<file path="config.mk">
export PLATFORM = sky130hd
export DESIGN_NAME = word_eq_compare
export DESIGN_NICKNAME = d
export VERILOG_FILES = /design/src/rtl/word_eq_pkg.sv /design/src/rtl/word_eq_core.sv /design/src/rtl/word_eq_compare.sv
export SDC_FILE = /design/constraint.sdc
export NUM_CORES = 1
export LEC_CHECK = 0
export ABC_CLOCK_PERIOD_IN_PS = 2000
export CORE_UTILIZATION = 25
export DETAILED_ROUTE_END_ITERATION = 8
export PLACE_DENSITY = 0.49
export SETUP_SLACK_MARGIN = 0.3
export SLEW_MARGIN = 20
export SYNTH_ARGS = -nofsm -noshare
export SYNTH_HDL_FRONTEND = slang
export SYNTH_SLANG_ARGS = --single-unit
</file>
<file path="constraint.sdc">
create_clock -name clk -period 2 [get_ports clk]
set_input_delay 0.2 -clock clk [delete_from_list [all_inputs] [get_ports clk]]
set_output_delay 0.2 -clock clk [all_outputs]
set_load 0.02 [all_outputs]
</file>
<file path="src/rtl/word_eq_pkg.sv">
// Shared constants and types for the registered word-equality comparator.
package word_eq_pkg;

    localparam int DEFAULT_WIDTH = 4;
    localparam int DEFAULT_CNT_W = 4;

    typedef logic [DEFAULT_WIDTH-1:0] word_t;

endpackage

</file>
<file path="src/rtl/word_eq_core.sv">
// Combinational equality core: per-bit difference mask and its NOR reduction.
module word_eq_core
    import word_eq_pkg::*;
#(
    parameter int WIDTH = DEFAULT_WIDTH
) (
    input  logic [WIDTH-1:0] a,
    input  logic [WIDTH-1:0] b,
    output logic [WIDTH-1:0] d,
    output logic             eq
);

    assign d  = a ^ b;
    assign eq = ~|d;

endmodule

</file>
<file path="src/rtl/word_eq_compare.sv">
// Registered WIDTH-bit equality comparator with a valid stage and
// saturating compare/mismatch counters for bench and self-test use.
module word_eq_compare
    import word_eq_pkg::*;
#(
    parameter int WIDTH = DEFAULT_WIDTH,
    parameter int CNT_W = DEFAULT_CNT_W
) (
    input  logic             clk,
    input  logic             rst_n,
    input  logic             in_valid,
    input  logic [WIDTH-1:0] a,
    input  logic [WIDTH-1:0] b,
    input  logic             cnt_clr,
    output logic             out_valid,
    output logic             status,
    output logic [WIDTH-1:0] diff,
    output logic [CNT_W-1:0] cmp_cnt,
    output logic [CNT_W-1:0] mis_cnt
);

    localparam logic [CNT_W-1:0] CNT_MAX = '1;

    logic [WIDTH-1:0] d;
    logic             eq;

    word_eq_core #(
        .WIDTH(WIDTH)
    ) u_core (
        .a (a),
        .b (b),
        .d (d),
        .eq(eq)
    );

    // status and diff hold their last captured value while in_valid is low
    always_ff @(posedge clk or negedge rst_n) begin
        if (!rst_n) begin
            out_valid <= 1'b0;
            status    <= 1'b0;
            diff      <= '0;
        end else begin
            out_valid <= in_valid;
            if (in_valid) begin
                status <= eq;
                diff   <= d;
            end
        end
    end

    // Clear wins over a same-cycle compare, which is then not counted
    always_ff @(posedge clk or negedge rst_n) begin
        if (!rst_n) begin
            cmp_cnt <= '0;
            mis_cnt <= '0;
        end else if (cnt_clr) begin
            cmp_cnt <= '0;
            mis_cnt <= '0;
        end else if (in_valid) begin
            if (cmp_cnt != CNT_MAX) begin
                cmp_cnt <= cmp_cnt + 1'b1;
            end
            if (!eq && (mis_cnt != CNT_MAX)) begin
                mis_cnt <= mis_cnt + 1'b1;
            end
        end
    end

endmodule

</file>
; ---- Word-level counts from Yosys, hierarchy flattened
; Index checks and enable logic that the tools add are counted.
[classes]
addsub = 2
n_eq_ne = 2
mux = 6
bitwise_logic = 1
reduce_logical = 8
[op_table]
columns = cell, count
row1 = 4-bit two-way mux, 6
row2 = "4-bit by 1-bit adder with 4-bit output, second input constant", 2
row3 = "4-bit != test, second input constant", 2
row4 = 2-bit nonzero test, 3
row5 = 2-bit AND reduction, 2
row6 = 4-bit OR reduction, 1
row7 = 4-bit bitwise XOR, 1
row8 = 1-bit logical AND, 1
row9 = 1-bit logical NOT, 1
[totals]
ff_bits = 14
input_bits = 12
output_inout_bits = 14
elab_cells = 24

; ---- Logic depth before layout (Yosys ltp)
; Gate-level depths: netlist of run 1.
[logic_depth]
depth_word = 6
depth_mapped = 5
depth_no_buf = 5

; ---- By module
; From an unflattened synthesis of run 1, not the netlist that was laid out.
[unflattened]
hier_cells = 60
area_unflattened_um2 = 738.2
[by_module_without_submodules]
columns = mod, n_inst, cells_per_inst, area_per_inst_um2, seq_area_each_um2
row1 = word_eq_compare, 1, 55, 690.7, 350.3
row2 = word_eq_core, 1, 5, 47.5, 0.0

; ---- Least setup slack after synthesis of run 1
; OpenSTA, ideal clock, no wires.
[synth_timing]
path_type = reg2reg
startpoint = register mis_cnt[0]
endpoint = register mis_cnt[2]
setup_time_ps = 128
arrival_ps = 1365
required_time_ps = 1872
slack_ps = 508
path_stages_with_launch = 6
path_buffers = 0
period_less_slack_ps = 1492
cell_sequence = dfrtp_1 ha_1 nand3_1 nand2_1 nor3b_1 mux2_1
[synth_via]
elab_chain_len = 4
elab_cells_between_ends = 8
classes_between = add/sub: 1 / eq/ne: 1 / mux: 3 / reduce/logical: 3
[synth_rtl]
columns = item, line_no
row1 = start: declaration, word_eq_compare.sv:19  ; output logic [CNT_W-1:0] mis_cnt
row2 = start signal: assignment, word_eq_compare.sv:64  ; mis_cnt <= mis_cnt + 1'b1;
row3 = 4-bit by 1-bit adder with 4-bit output or 4-bit != test (tied branches), "word_eq_compare.sv:64, word_eq_compare.sv:63"
row4 = 4-bit two-way mux or 1-bit logical AND (tied branches), word_eq_compare.sv:63  ; if (!eq && (mis_cnt != CNT_MAX)) begin
row5 = 4-bit two-way mux or 2-bit nonzero test (tied branches), n/a
row6 = 4-bit two-way mux or 2-bit AND reduction (tied branches), n/a
; Several ways; a longest one is shown, not always the timed one. The select of a mux whose other input is x is not followed.
; A chain may end at the register's enable or synchronous reset.

; ---- Worst setup path in the final report of run 1
[layout_timing]
startpoint = register mis_cnt[2]
endpoint = output port mis_cnt[2]
; No word-level cell between the ends.

==> flow_summary.yaml, run 1 <==
die:
  ios: 26
  die_w_um: 54.7
  die_area_um2: 2990
  floorplan.initialDensity_pct: 27.2
  rows: 18
  height_of_the_chip_um: 54.7
  core_area_um2: 2540
worst_setup_path:
  crit_path_max_incr_delay_ns: 0.64
  cell_by_cell_listing_of_the_critical_path: "clkdlybuf4s50_1"
  cp_slowest_cell: "clkdlybuf4s50_1"
  setup.worst_path.end_class: "output port"
  rr_startpoint: "mis_cnt[0]$_DFFE_PN0P_"
  cpLargestDelayFamily: "buffers and inverters"
  timing.setup.critical_path_class: "reg2out"
  worstPathMaxFanout: 5
  cp_data_required_time_ns: 1.80
  timing.critical_path.arrival_ns: 1.32
  worst-path-buf-inv: 1
  setup.worst_path.start_class: "flop"
  worst-r2r-setup-slack_ns: 0.48
  r2r_cells: 5
  rr_endpoint: "mis_cnt[2]$_DFFE_PN0P_"
logic_synthesis:
  synth_top_cells_by_area: "dfrtp_1, mux2_2, xor2_1, ha_1, nand3_1"
  synthTopCellsByCount: "dfrtp_1, xor2_1, mux2_2, nand3_1, nor2_1"
  synth.cell_area_um2: 693
  synth-async-reset-ratio_pct: 100
  syn-num-nets: 74
  ys_seq_elements: 14
  synth_cell_types: 22
  synth_enable_flop_cells: 0
  synth_top_area_cell: "dfrtp_1"
  post-synth-top-count-cell: "dfrtp_1"
  yosysSeqAreaShare_pct: 50.5
  synthFlopType: "dfrtp_1"
  netlist.area_leader.share_pct: 50.5
  synth.yosys.warnings: 0
  avgSynthCellArea_um2: 11.6
  synthCells: 60
run:
  maxCapViolations: 0
finish:
  num-nets-final: 103
  nFillCells: 262
  ff_latch_area_um2: 350
  area_growth_pct: 44.8
  post_route_cells_drive_above_1_share_pct: 13.8
  antenna_diode_instance_count: 0
  utilization_pct: 39.4
  multi_input_comb_area_um2: 335
clock_tree:
  clock_latency_ns: 0.28
  cts_max_path_buffers: 2
  htree_levels: 1
  clock-sinks: 14
  cts_clock_pin_slew_for_the_worst_setup_and_hold_paths_ns: 0.08
  tritoncts: "built"
  cts-buffers-inserted: 3
  post_cts_hold_buffer_count: 0
  cts-root-buf: "clkbuf_4"
  post_cts_buffers: 0
  ctsResizeCount: 0
drt:
  route.vias.total: 533
  drc_errors: 0
  wl_um: 1400
  first_pass_iters: 4
  detail_route.wl_per_cell_um: 12.0
  vias_per_cell: 4.56
  ant_nets: 0
  drt-initial-drc-count: 6
timing:
  timing.setup.tns_ns: 0
  fin_hold_ws_ns: 0.321
  finalWorstPathRequiredPeriod_ns: 1.52
  fin_crit_sh_pct: 75.8
  setup_viol: 0
  timing.clock.skew_ns: 0.00115
  slew_violations: 0
  timing_hold_violations_final: 0
  final_critical_path_setup_slack_ns: 0.485
  max_clock_freq_mhz: 660
  maxSlewHeadroom_pct: 55.7
  worst_tran_pin_value_ns: 0.663
  grt_setup_unrepaired: "no"
power_and_ir_drop:
  power_uw: 649
  power.density_nw_per_um2: 647
  leakage_nw: 0.437
  irDropWorstVdd_mv: 0.403
grt:
  globalRouteOverflowTotal: 0
  gr-usage-all-layers_pct: 11.9
  antenna_violations_before_repair: 0
  grt_first_pass_wirelength_um: 2430
  grt_start_max_net_pins: 15
  via_count_of_the_first_global_routing_pass: 543
placement:
  gp_routability_congestion: 0.710
  number_of_buffers_added_on_ports: 25
  dp_hpwl_um: 1030
  dp_worst_setup_slack_ns: 0.213
outcome:
  status: "finished, final reports clean"
worst_hold_path:
  hold_path_class: "in2async"
==> worst max-delay path by stage <==
stage                                        end  cells past startpoint  slack [ns]              startpoint
after global routing      mis_cnt[2]$_DFFE_PN0P_                      5        0.36  mis_cnt[0]$_DFFE_PN0P_
after CTS                             cmp_cnt[0]                      1        0.46  cmp_cnt[0]$_DFFE_PN0P_
after detailed placement  mis_cnt[2]$_DFFE_PN0P_                      5        0.21                    a[2]
final                                 mis_cnt[2]                      1        0.48  mis_cnt[2]$_DFFE_PN0P_
after global placement    mis_cnt[2]$_DFFE_PN0P_                      5        0.22                    a[2]
after floorplan           mis_cnt[2]$_DFFE_PN0P_                      5        0.51  mis_cnt[0]$_DFFE_PN0P_
==> routing by layer <==
| metal | vias to the layer above | part of all wire (%) | wire length (µm) | global-route usage [%] |
|---|---|---|---|---|
| met5 | - | 0 | 0 | 0 |
| met4 | 0 | 0 | 0 | 2.56 |
| met3 | 0 | 6.8 | 95 | 5.83 |
| met2 | 17 | 48 | 666 | 18.9 |
| met1 | 255 | 46 | 639 | 14.4 |
| li1 | 261 | - | - | - |
==> cell type report <==
class | count | share of cell area, %
sequential | 14 | 34.9
tap | 30 | 3.74
timing repair buffer | 26 | 25.7
multi-input combinational | 44 | 33.4
clock buffer | 3 | 2.24
==> flip-flops by register name, summed over array words and instances, names as in the netlist <==
signal     flops
out_valid      1
cmp_cnt        4
status         1
diff           4
mis_cnt        4
==> worst register-to-register path: cells and delay by family (launching register included) <==
kind / cells / cell delay [ns]
fa+ha+maj: 1 / 0.23
flops: 1 / 0.43
mux: 1 / 0.34
simple gates: 3 / 0.41
==> stage by stage <==
stage / cells / instance area [µm²]
after floorplan: 60 / 693
after global placement: 114 / 981
after detailed placement: 114 / 981
after CTS: 117 / 1000
after global routing: 117 / 1000
final: 117 / 1000
==> cells in the final DEF, fill, tap and decap left out, drive strengths merged, types with 2 or more instances in the layout <==
cell type      netlist  layout
a21oi                3       3
and3                 2       2
clkbuf               2       3
clkdlybuf4s50        0      25
dfrtp               14      14
ha                   2       2
mux2                 7       7
nand2                3       3
nand2b               2       2
nand3                5       5
nor2                 5       5
nor2b                2       2
xor2                 6       6
==> kinds of logic (layout without fill, tap and decap cells) <==
family	Yosys count	count (layout)	synth area share (%)
muxes	8	8	13.4
DFF	14	14	50.5
AOI/OAI and AO/OA	4	4	2.89
xor gates and xnor gates	6	6	7.58
and+or+nand+nor	24	24	20.9
adders and majority gates	2	2	3.61
buffers and inverters	2	29	1.08
==> report_power, final <==
part / total [mW] / internal (mW) / switching, mW
logic: 0.166 / 0.0884 / 0.0780
registers: 0.322 / 0.306 / 0.0163
clock network: 0.161 / 0.0698 / 0.0909
total: 0.649 / 0.464 / 0.185
Power figures use the tool's default switching activity.
==> run 2: changes to the inputs <==
- ABC_CLOCK_PERIOD_IN_PS: 2000 -> 1500
- clock period: 2 -> 1.5 ns (I/O delays scaled with it)
==> run 2 against run 1 <==
- routed wire length up 4.1%
- clock power up 70%
- critical endpoint is now mis_cnt[2]$_DFFE_PN0P_
- cell count grew 8.5%
- critical path type is now reg2reg
- sequential power is 34% higher
==> flow_summary.yaml, run 2 (synthesis results as in run 1) <==
clock_tree:
  cts-root-buf: "clkbuf_4"
  cts_clock_pin_slew_for_the_worst_setup_and_hold_paths_ns: 0.09
  clock_latency_ns: 0.28
  htree_levels: 1
  cts-buffers-inserted: 3
  clock-sinks: 14
  cts_max_path_buffers: 2
  tritoncts: "built"
worst_setup_path:
  cell_by_cell_listing_of_the_critical_path: "ha_4 -> nand3_2 -> nand2_2 -> nor3b_2 -> mux2_1"
  cp_data_required_time_ns: 1.67
  r2r_cells: 5
  setup.worst_path.end_class: "flop"
  timing.setup.critical_path_class: "reg2reg"
  worstPathMaxFanout: 2
  critical_path_depth: 5
  worst-path-buf-inv: 0
  cpLargestDelayFamily: "flip-flops"
  crit_path_max_incr_delay_ns: 0.44
  timing.critical_path.arrival_ns: 1.52
  setup.worst_path.start_class: "flop"
  cp_slowest_cell: "dfrtp_2"
grt:
  grt_start_max_net_pins: 15
  globalRouteOverflowTotal: 0
  antenna_violations_before_repair: 0
  via_count_of_the_first_global_routing_pass: 575
  grt_first_pass_wirelength_um: 2530
  gr-usage-all-layers_pct: 12.5
power_and_ir_drop:
  leakage_nw: 0.524
  irDropWorstVdd_mv: 0.598
  power_uw: 944
  power.density_nw_per_um2: 851
timing:
  worst_tran_pin_value_ns: 0.337
  maxSlewHeadroom_pct: 77.4
  fin_hold_ws_ns: 0.164
  finalWorstPathRequiredPeriod_ns: 1.35
  grt_setup_unrepaired: "yes"
  max_clock_freq_mhz: 741
  setup_viol: 0
  timing_hold_violations_final: 0
  timing.setup.tns_ns: 0
  timing.clock.skew_ns: 0.00213
  fin_crit_sh_pct: 90.0
  slew_violations: 0
finish:
  layout.cell_area.non_filler_um2: 1110
  layout.cells.most_common: "dlygate4sd2_1"
  multi_input_comb_area_um2: 400
  largest_registers: "cmp_cnt x4, diff x4, mis_cnt x4"
  num-nets-final: 112
  ff_latch_area_um2: 354
  antenna_diode_instance_count: 0
  final_cell_mix: "dlygate4sd2_1, dfrtp_1, buf_4"
  fin_cells: 127
  post_route_cells_drive_above_1_share_pct: 42.3
  area_growth_pct: 59.9
  nFillCells: 260
drt:
  vias_per_cell: 4.38
  wl_um: 1460
  ant_nets: 0
  drc_errors: 0
  route.vias.total: 556
  detail_route.wl_per_cell_um: 11.5
  drt-initial-drc-count: 7
  first_pass_iters: 4
die:
  floorplan.initialDensity_pct: 27.2
  rows: 18
  height_of_the_chip_um: 54.7
  die_area_um2: 2990
  core_area_um2: 2540
  ios: 26
  die_w_um: 54.7
placement:
  number_of_buffers_added_on_ports: 25
  postPlaceCellArea_um2: 1050
  numPlacedInstances: 119
  gp_routability_congestion: 0.648
  dp_hpwl_um: 1060
outcome:
  status: "finished, final reports clean"
run:
  maxCapViolations: 0
worst_hold_path:
  hold_path_class: "in2async"
## run 2: cell type report
class,count,area share [%]
clock buffer,4,3.27
multi-input combinational,44,36.1
sequential,14,31.9
tap,30,3.39
timing repair buffer,35,25.3
## run 2: per-stage QoR
step                      util (%)  setup WS [ns]
after floorplan                  -          0.142
final                         43.6          0.150
after detailed placement      41.2         -0.235
after global placement        41.2         -0.202
after global routing          43.6          0.101
after CTS                     43.6          0.136
## run 2: final timing paths
path | from | endpoint | slack [ns]
worst min register to register | diff[3]$_DFFE_PN0P_ | diff[3]$_DFFE_PN0P_ | 0.50
worst min-delay path | rst_n | mis_cnt[1]$_DFFE_PN0P_ | 0.16
worst max-delay path | mis_cnt[1]$_DFFE_PN0P_ | mis_cnt[2]$_DFFE_PN0P_ | 0.15
min in group clk | b[0] | diff[0]$_DFFE_PN0P_ | 0.48
worst max register to register | mis_cnt[1]$_DFFE_PN0P_ | mis_cnt[2]$_DFFE_PN0P_ | 0.15
max in group asynchronous | rst_n | mis_cnt[0]$_DFFE_PN0P_ | 1.15
## run 2: what timing repair did
action	in CTS	in global routing
endpoints found under the hold margin	0	0
buffers inserted	3	1
pin swaps	4	1
endpoints found under the setup margin	18	15
hold buffers	0	0
cloned	0	0
gates resized for setup	31	16
## run 2: metal layers
layer / part of all wire [%] / vias up / track usage, % / wire, µm
met5: 0 / - / 0 / 0
met4: 0.69 / 0 / 3.85 / 10
met3: 4.6 / 2 / 5.00 / 67
met2: 44 / 13 / 19.3 / 640
met1: 51 / 262 / 15.7 / 739
li1: - / 279 / - / -
## run 2: worst reg2reg max path, stage by stage, from the launching register on
cell	delay [ns]
dfrtp_2	0.44
ha_4	0.17
nand3_2	0.06
nand2_2	0.07
nor3b_2	0.17
mux2_1	0.33
## run 2: power by group
group	switching, mW	internal [mW]
Combinational	0.118	0.121
Clock	0.126	0.148
Sequential	0.0224	0.409
